$ cat src/rtl/score_video_pkg.sv
// Shared definitions for recovering a 7-segment digit from score video:
// segment indices, sample-block geometry, legal digit patterns and FSM states.
package score_video_pkg;

    localparam int SEG_A      = 0;
    localparam int SEG_B      = 1;
    localparam int SEG_C      = 2;
    localparam int SEG_D      = 3;
    localparam int SEG_E      = 4;
    localparam int SEG_F      = 5;
    localparam int SEG_G      = 6;
    localparam int NUM_SEG    = 7;
    // Accumulator bit that collects lit pixels in the cell interior.
    localparam int GLITCH_BIT = 7;

    // Sample block of each segment, indexed by segment (element 0 = a).
    //                                      g     f     e     d     c     b     a
    localparam logic [6:0][2:0] SEG_ROW = {3'd3, 3'd1, 3'd5, 3'd7, 3'd5, 3'd1, 3'd0};
    localparam logic [6:0][1:0] SEG_COL = {2'd1, 2'd0, 2'd0, 2'd1, 2'd3, 2'd3, 2'd1};

    // Legal patterns (bit0 = a); 6 and 9 appear in tailed and tail-less forms.
    localparam int NUM_PAT = 12;
    localparam logic [NUM_PAT-1:0][6:0] DIGIT_PAT = {
        7'h67, 7'h6F, 7'h7F, 7'h07, 7'h7C, 7'h7D,
        7'h6D, 7'h66, 7'h4F, 7'h5B, 7'h06, 7'h3F
    };
    localparam logic [NUM_PAT-1:0][3:0] DIGIT_VAL = {
        4'd9, 4'd9, 4'd8, 4'd7, 4'd6, 4'd6,
        4'd5, 4'd4, 4'd3, 4'd2, 4'd1, 4'd0
    };

    typedef enum logic [1:0] {
        ST_WAIT   = 2'd0,
        ST_ACCUM  = 2'd1,
        ST_COMMIT = 2'd2
    } state_e;

    // Interior of the cell: middle two columns, rows away from the a/g/d bars.
    function automatic logic is_interior(input logic [2:0] row, input logic [1:0] col);
        logic col_mid;
        logic row_mid;
        col_mid = (col == 2'd1) || (col == 2'd2);
        row_mid = (row == 3'd1) || (row == 3'd2) || (row == 3'd4) ||
                  (row == 3'd5) || (row == 3'd6);
        return col_mid && row_mid;
    endfunction

endpackage

$ cat src/rtl/seg7_decode.sv
// Combinational lookup from a 7-segment pattern to its digit value.
module seg7_decode
    import score_video_pkg::*;
(
    input  logic [6:0] pat,
    output logic [3:0] digit,
    output logic       ok
);

    // Scan the legal-pattern table; no match leaves ok low.
    always_comb begin
        digit = 4'd0;
        ok    = 1'b0;
        for (int i = 0; i < NUM_PAT; i++) begin
            if (pat == DIGIT_PAT[i]) begin
                digit = DIGIT_VAL[i];
                ok    = 1'b1;
            end
        end
    end

endmodule

$ cat src/rtl/score_video_to_segments.sv
// Watches one digit cell of the score video, accumulates which segments are
// lit each frame and publishes the digit once two consecutive frames agree.
module score_video_to_segments
    import score_video_pkg::*;
(
    input  logic       clk,
    input  logic       rst_n,
    input  logic       pix_ce,
    input  logic       h4,
    input  logic       h8,
    input  logic       h16,
    input  logic       v4,
    input  logic       v8,
    input  logic       v16,
    input  logic       digit_win,
    input  logic       vblank,
    input  logic       score,
    output logic [6:0] seg,
    output logic [3:0] digit,
    output logic       digit_ok,
    output logic       glitch,
    output logic       upd
);

    state_e     state_q, state_d;
    logic       vblank_q, vblank_d;
    logic [7:0] acc_q, acc_d;      // {glitch, g..a} for the frame in progress
    logic [7:0] prev_q, prev_d;    // last committed frame
    logic [1:0] cnt_q, cnt_d;      // consecutive-equal-frame count, saturates at 2
    logic       pend_q, pend_d;    // outputs take prev_q on the next cycle
    logic [6:0] seg_q, seg_d;
    logic [3:0] digit_q, digit_d;
    logic       digit_ok_q, digit_ok_d;
    logic       glitch_q, glitch_d;
    logic       upd_q, upd_d;

    logic       vb_rise, vb_fall, cell_active;
    logic [1:0] col;
    logic [2:0] row;
    logic [7:0] hit;
    logic [3:0] dec_digit;
    logic       dec_ok;

    assign vblank_d    = vblank;
    assign vb_rise     = vblank & ~vblank_q;
    assign vb_fall     = ~vblank & vblank_q;
    assign cell_active = digit_win & h16;
    assign col         = {h8, h4};
    assign row         = {v16, v8, v4};

    // Committed frame is stable in prev_q while the outputs are loaded.
    seg7_decode u_decode (
        .pat   (prev_q[6:0]),
        .digit (dec_digit),
        .ok    (dec_ok)
    );

    // Which accumulator bits the current raster position belongs to.
    always_comb begin
        hit = 8'd0;
        for (int i = 0; i < NUM_SEG; i++) begin
            hit[i] = (row == SEG_ROW[i]) && (col == SEG_COL[i]);
        end
        hit[GLITCH_BIT] = is_interior(row, col);
    end

    // Frame FSM, stability counter and output update.
    always_comb begin
        state_d    = state_q;
        acc_d      = acc_q;
        prev_d     = prev_q;
        cnt_d      = cnt_q;
        pend_d     = 1'b0;
        seg_d      = seg_q;
        digit_d    = digit_q;
        digit_ok_d = digit_ok_q;
        glitch_d   = glitch_q;
        upd_d      = 1'b0;

        case (state_q)
            ST_WAIT: begin
                // A rising vblank here has no frame behind it and is ignored.
                if (vb_fall) begin
                    acc_d   = 8'd0;
                    state_d = ST_ACCUM;
                end
            end
            ST_ACCUM: begin
                if (pix_ce && cell_active && score) begin
                    acc_d = acc_q | hit;
                end
                if (vb_rise) begin
                    state_d = ST_COMMIT;
                end
            end
            ST_COMMIT: begin
                if (acc_q == prev_q) begin
                    cnt_d = (cnt_q == 2'd2) ? 2'd2 : cnt_q + 2'd1;
                end else begin
                    cnt_d = 2'd1;
                end
                prev_d  = acc_q;
                pend_d  = (cnt_d == 2'd2) && (acc_q != {glitch_q, seg_q});
                state_d = ST_WAIT;
            end
            default: state_d = ST_WAIT;
        endcase

        if (pend_q) begin
            seg_d      = prev_q[6:0];
            glitch_d   = prev_q[GLITCH_BIT];
            digit_ok_d = dec_ok;
            if (dec_ok) begin
                digit_d = dec_digit;
            end
            upd_d = 1'b1;
        end
    end

    // vblank history runs every clock so edges are never missed or invented by reset.
    always_ff @(posedge clk) begin
        vblank_q <= vblank_d;
    end

    // State registers with synchronous active-low reset.
    always_ff @(posedge clk) begin
        if (!rst_n) begin
            state_q    <= ST_WAIT;
            acc_q      <= 8'd0;
            prev_q     <= 8'd0;
            cnt_q      <= 2'd0;
            pend_q     <= 1'b0;
            seg_q      <= 7'd0;
            digit_q    <= 4'd0;
            digit_ok_q <= 1'b0;
            glitch_q   <= 1'b0;
            upd_q      <= 1'b0;
        end else begin
            state_q    <= state_d;
            acc_q      <= acc_d;
            prev_q     <= prev_d;
            cnt_q      <= cnt_d;
            pend_q     <= pend_d;
            seg_q      <= seg_d;
            digit_q    <= digit_d;
            digit_ok_q <= digit_ok_d;
            glitch_q   <= glitch_d;
            upd_q      <= upd_d;
        end
    end

    assign seg      = seg_q;
    assign digit    = digit_q;
    assign digit_ok = digit_ok_q;
    assign glitch   = glitch_q;
    assign upd      = upd_q;

endmodule
$ cat config.mk
export PLATFORM = sky130hd
export DESIGN_NAME = score_video_to_segments
export DESIGN_NICKNAME = d
export VERILOG_FILES = /design/src/rtl/score_video_pkg.sv /design/src/rtl/seg7_decode.sv /design/src/rtl/score_video_to_segments.sv
export SDC_FILE = /design/constraint.sdc
export NUM_CORES = 1
export LEC_CHECK = 0
export CELL_PAD_IN_SITES_DETAIL_PLACEMENT = 0
export CELL_PAD_IN_SITES_GLOBAL_PLACEMENT = 2
export CORE_UTILIZATION = 35
export CTS_BUF_LIST = sky130_fd_sc_hd__clkbuf_4
export CTS_CLUSTER_DIAMETER = 60
export DETAILED_ROUTE_END_ITERATION = 8
export HOLD_SLACK_MARGIN = 0.02
export PLACE_DENSITY_LB_ADDON = 0.1
export SYNTH_ARGS = -nofsm -noshare
export SYNTH_HDL_FRONTEND = slang
export SYNTH_SLANG_ARGS = --single-unit
$ cat constraint.sdc
create_clock -name clk -period 2 [get_ports clk]
set_input_delay 0.5 -clock clk [delete_from_list [all_inputs] [get_ports clk]]
set_output_delay 0.5 -clock clk [all_outputs]
set_load 0.1 [all_outputs]
== Yosys cells after proc, flatten, opt, wreduce, memory -nomap -nowiden ==
Index checks and enable logic that the tools add are counted.

* Register bits after elaboration: 36
* Latch bits: 0
* Memory bits (writable): 0
* ROM bits: 0
* Output and inout port bits: 14
* Word-level logic and storage cells: 106
* Memories kept: 0

* Add/sub/neg operators: 1
* Multiply operators: 0
* Div/mod/pow operators: 0
* Order comparisons: 0
* Eq/ne operators: 31
* Shifts and indexed selects: 0
* Mux-type cells: 33
* Bitwise logic cells: 6
* Reduce and logical (&&, ||, !) cells: 24

{| class="wikitable"
|+ Operator list
! operator !! count
|-
| $eq 7x7->1 const B || 9
|-
| $mux 8 || 2
|-
| $pmux 8 s2 || 1
|-
| $mux 3 || 5
|-
| $eq 7x3->1 const B || 2
|-
| $mux 1 || 14
|-
| $mux 2 || 7
|-
| $eq 3x3->1 const B || 4
|-
| $mux 4 || 3
|-
| $logic_and 1x1->1 || 11
|-
| $eq 2x2->1 const B || 5
|-
| $eq 8x8->1 || 1
|-
| $ne 8x8->1 || 1
|-
| $or 8x8->8 || 1
|-
| $eq 7x6->1 const B || 1
|-
| $eq 3x2->1 const B || 2
|-
| $ne 2x2->1 const B || 3
|-
| $reduce_and 2->1 || 3
|-
| $logic_or 1x1->1 || 5
|-
| $eq 2x1->1 const B || 2
|-
| $logic_not 2->1 || 2
|-
| $pmux 2 s2 || 1
|-
| $and 1x1->1 || 3
|-
| $eq 3x1->1 const B || 1
|-
| 5 further kinds || 6
|}

== Depth between registers and ports, before layout ==
* Word-level depth: 14
* Mapped depth: 5

== Cells and area by module ==
A second synthesis with hierarchy kept.

* Cell total of the unflattened synthesis: 204
* Area total of the unflattened synthesis: 1865.5 um2

{| class="wikitable"
|+ Modules (own cells, without submodules)
! module !! instances !! cells an instance !! area an instance (um2) !! seq. area each (um2)
|-
| score_video_to_segments || 1 || 167 || 1615.3 || 720.7
|-
| seg7_decode || 1 || 37 || 250.2 || 0.0
|}

== Least setup slack after synthesis ==
OpenSTA, ideal clock, no wires.

* Kind: register to register
* From: register seg_q[5], in the netlist seg[5]
* To: register pend_q
* Library setup time: 0.131 ns
* Data arrival time: 1.468 ns
* Slack: 0.400 ns
* Stages on the path, launching flop included: 4
* Clock period less this slack: 1.600 ns
* Path through: dfxtp_1 > xor2_1 > nor4_1 > a211oi_1

* Longest elaborated chain between the ends: 2

{| class="wikitable"
|+ Ends and longest elaborated chain
! item !! RTL line !! text
|-
| start, declared || score_video_to_segments.sv:31 || <nowiki>logic [6:0] seg_q, seg_d;</nowiki>
|-
| start signal, assigned || score_video_to_segments.sv:144 || <nowiki>seg_q <= seg_d;</nowiki>
|-
| $ne 8x8->1 || score_video_to_segments.sv:103 || <nowiki>pend_d = (cnt_d == 2'd2) && (acc_q != {glitch_q, seg_q});</nowiki>
|-
| $logic_and 1x1->1 || score_video_to_segments.sv:103 ||
|-
| end signal, assigned || score_video_to_segments.sv:143 || <nowiki>pend_q <= pend_d;</nowiki>
|-
| end, declared || score_video_to_segments.sv:30 || <nowiki>logic pend_q, pend_d;</nowiki>
|}

Every way passes these cells.
A chain may end at the register's enable or synchronous reset.

== Worst setup path in the final report ==
* From: register prev_q[3]
* To: register digit_q[1], in the netlist digit[1]

* Longest elaborated chain between the ends: 14

{| class="wikitable"
|+ Ends and longest elaborated chain
! item !! RTL line !! text
|-
| start, declared || score_video_to_segments.sv:28 || <nowiki>logic [7:0] prev_q, prev_d;</nowiki>
|-
| start signal, assigned || score_video_to_segments.sv:141 || <nowiki>prev_q <= prev_d;</nowiki>
|-
| $eq 7x6->1 || seg7_decode.sv:15 || <nowiki>if (pat == DIGIT_PAT[i]) begin</nowiki>
|-
| $mux 1 (12 in a row) || seg7_decode.sv:15 ||
|-
| $reduce_and 2->1 (no source line) || -- ||
|-
| end signal, assigned || score_video_to_segments.sv:145 || <nowiki>digit_q <= digit_d;</nowiki>
|-
| end, declared || score_video_to_segments.sv:32 || <nowiki>logic [3:0] digit_q, digit_d;</nowiki>
|}

Parallel ways exist; a longest one is shown, timed or not.

==> out/qor.json <==
{
  "drt": {
    "post_drt_via_cell_ratio": 5.03,
    "post_drt_wl_per_cell_um": 14.5,
    "first_pass_iters": 4,
    "routed-via-count": 1509,
    "drt_wl_total_mm": 4.34,
    "detail_route.drc_violations": 0,
    "number_of_drc_violations_after_detailed_routing_iteration_0": 41,
    "drt.antenna.violating_nets": 0
  },
  "power_and_ir_drop": {
    "worst_ir_drop_vdd_v": 0.000308,
    "power_density_nw_per_um2": 556,
    "total_power_mw": 1.30,
    "p_leak_nw": 0.948
  },
  "floorplanning": {
    "start_util": 0.365,
    "row_count": 26,
    "die_width_um": 75.0,
    "die_area_um2": 5620,
    "boundaryPins": 26,
    "floorplan.die.height_um": 75.0,
    "coreArea_um2": 5110
  },
  "cts": {
    "clock_sink_count": 36,
    "cts-root-to-sink-buffers": 2,
    "postCtsResizedCells": 0,
    "cts_tree": "built",
    "post_cts.repair.setup_buffers": 0,
    "cts_buffers": 5,
    "ctsHtreeMaxLevel": 2,
    "cts.reportedPaths.clkPinSlew_ns": 0.11,
    "hold_buf_count_cts": 0,
    "clock_insertion_delay_worst_skew_ns": 0.34,
    "clock-root-buffer": "sky130_fd_sc_hd__clkbuf_4"
  },
  "logic_synthesis": {
    "post_synth_instance_area_um2": 1860,
    "yosysTopAreaCell": "sky130_fd_sc_hd__dfxtp_1",
    "synth_area_per_cell_um2": 9.13,
    "synth_top_area_frac": 0.387,
    "synth_edf_count": 0,
    "async_reset_ff_frac": 0,
    "post_synth_main_area_contributors": "sky130_fd_sc_hd__dfxtp_1 39%, sky130_fd_sc_hd__xor2_1 7.5%, sky130_fd_sc_hd__mux2i_1 5.9%",
    "synth_seq_area_share": 0.387,
    "yosysWarnings": 0,
    "synth.distinct_cells": 44,
    "post_synth_most_frequent_cells": "36 x sky130_fd_sc_hd__dfxtp_1, 25 x sky130_fd_sc_hd__nand2_1, 16 x sky130_fd_sc_hd__xor2_1",
    "syn-num-nets": 220,
    "yosys.cell_count.top_type": "sky130_fd_sc_hd__dfxtp_1",
    "synth_cells": 204,
    "yosys_register_bits": 36,
    "top_reg_cell_synth": "sky130_fd_sc_hd__dfxtp_1"
  },
  "critical_path": {
    "required_time_at_the_endpoint_of_the_critical_path_ns": 2.28,
    "timing.setup.critical_path_class": "reg -> reg",
    "crit_path_cell_trace": "nor3b_1 -> o2111a_2 -> o41ai_4 -> a32o_1",
    "critical_path.max_stage_delay_ns": 0.65,
    "startpoint_type": "flop",
    "end_kind": "flop",
    "worst-endpoint-arrival_ns": 2.12,
    "slowest_stage": "sky130_fd_sc_hd__dfxtp_1",
    "timing.critical_path.fanout_max": 13
  },
  "sta": {
    "finalWorstPathRequiredPeriod_ns": 1.84,
    "hold_viol_final": 0,
    "timing_worst_slew_pin_value_ns": 0.526,
    "fin_tns_setup_ns": 0,
    "fin_crit_sh": 0.919,
    "rsz0062_at_grt": "false",
    "clock_skew_ns": 0.00971,
    "maximum_clock_rate_mhz": 544,
    "setup-violations-final": 0,
    "hold-worst-slack_ns": 0.448,
    "report.final.slew_viol_count": 0,
    "slew_headroom": 0.646
  },
  "placed_design": {
    "post-place-cells": 292,
    "gp_routability_congestion": 0.811,
    "dpl.hpwl_mm": 3.17,
    "io_buffer_count": 25,
    "dpl-instance-area_um2": 2260
  },
  "final_layout": {
    "area_delta_synth_final_pct": 25.5,
    "final-instance-count-excl-fill": 300,
    "final_area_um2": 2340,
    "insertedDiodeCount": 0,
    "num-nets-final": 245,
    "proportion_of_layout_cells_with_a_drive_suffix_above_1": 0.130
  },
  "global_routing": {
    "grt_antenna_before_repair": 0,
    "global_route.overflow_total": 0,
    "first_global_vias": 1498,
    "grt_first_pass_wirelength_mm": 7.45,
    "grt_use_total": 0.179,
    "grt_max_degree": 29
  },
  "status": {
    "status": "finished, final reports clean"
  },
  "job": {
    "maxCapViolCount": 0
  },
  "min_path": {
    "class_of_the_worst_hold_path": "reg -> reg"
  }
}
sequential cells by signal, indices dropped and copies added (netlist names):
| name | cells |
|---|---|
| digit | 4 |
| upd | 1 |
| acc_q | 8 |
| glitch | 1 |
| prev_q | 8 |
| vblank_q | 1 |
| state_q | 2 |
| digit_ok | 1 |
| seg | 7 |
| cnt_q | 2 |
| pend_q | 1 |
cells in the final DEF (no fill, tap or decap), types with 2 or more instances in the layout:
cell type	count
sky130_fd_sc_hd__a21boi_0	11
sky130_fd_sc_hd__a32o_1	3
sky130_fd_sc_hd__a41oi_1	7
sky130_fd_sc_hd__and2_1	3
sky130_fd_sc_hd__buf_12	10
sky130_fd_sc_hd__buf_4	10
sky130_fd_sc_hd__clkbuf_4	5
sky130_fd_sc_hd__clkdlybuf4s50_1	11
sky130_fd_sc_hd__clkinv_1	2
sky130_fd_sc_hd__dfxtp_1	36
sky130_fd_sc_hd__ha_1	4
sky130_fd_sc_hd__inv_1	8
sky130_fd_sc_hd__mux2i_1	11
sky130_fd_sc_hd__nand2_1	25
sky130_fd_sc_hd__nand2b_1	5
sky130_fd_sc_hd__nand3_1	4
sky130_fd_sc_hd__nand3b_1	2
sky130_fd_sc_hd__nand4b_1	2
sky130_fd_sc_hd__nor2_1	12
sky130_fd_sc_hd__nor2b_1	13
sky130_fd_sc_hd__nor3_1	2
sky130_fd_sc_hd__nor4_1	4
sky130_fd_sc_hd__o22ai_1	2
sky130_fd_sc_hd__xor2_1	16
cells by family (layout without fill, tap and decap cells):
group / Yosys count / after routing / synth area share
simple gates: 79 / 79 / 0.221
flops: 36 / 36 / 0.387
compound gates: 35 / 35 / 0.165
buf+inv: 21 / 47 / 0.0557
xor+xnor: 17 / 17 / 0.0799
mux: 11 / 11 / 0.0591
fa+ha+maj: 5 / 5 / 0.0322
routing by layer:
layer  share of wire  global-route usage
met5               0                   0
met4           0.018              0.0671
met3           0.031              0.0388
met2            0.49               0.301
met1            0.46               0.224
layout make-up:
type	count	area, µm²
inverter	8	30.0
clock inverter	3	37.5
sequential	36	721
multi-input combinational	147	1040
tap	70	87.6
timing repair buffer	31	385
fill	516	2770
clock buffer	5	37.5
where the power goes:
part | internal [mW] | switching [mW]
sequential | 0.720 | 0.00405
combinational | 0.0418 | 0.0365
clock | 0.255 | 0.241
worst paths after layout:
path / start / to / slack, ns / depth (start not counted)
setup / recovery: prev_q[3]$_SDFFE_PN0N_ / digit[1]$_SDFFE_PN0P_ / 0.16 / 4
hold / removal: vblank_q$_DFF_P_ / state_q[1]$_SDFFE_PN0P_ / 0.45 / 1
setup reg to reg: prev_q[3]$_SDFFE_PN0N_ / digit[1]$_SDFFE_PN0P_ / 0.16 / 4
hold reg to reg: vblank_q$_DFF_P_ / state_q[1]$_SDFFE_PN0P_ / 0.45 / 1
metrics by stage:
| stage | worst slack [ns] | utilization |
|---|---|---|
| final | 0.163 | 0.458 |
| after global routing | 0.0503 | 0.458 |
| after CTS | 0.130 | 0.458 |
| after detailed placement | 0.101 | 0.443 |
| after global placement | 0.153 | 0.443 |
| after floorplan | 0.400 | - |
critical path: cells and delay by family, from the launching register on:
kind	cells	cell delay, ns
AOI/OAI and AO/OA	3	1.03
DFF	1	0.65
and+or+nand+nor	1	0.11
Power figures use the tool's default switching activity.
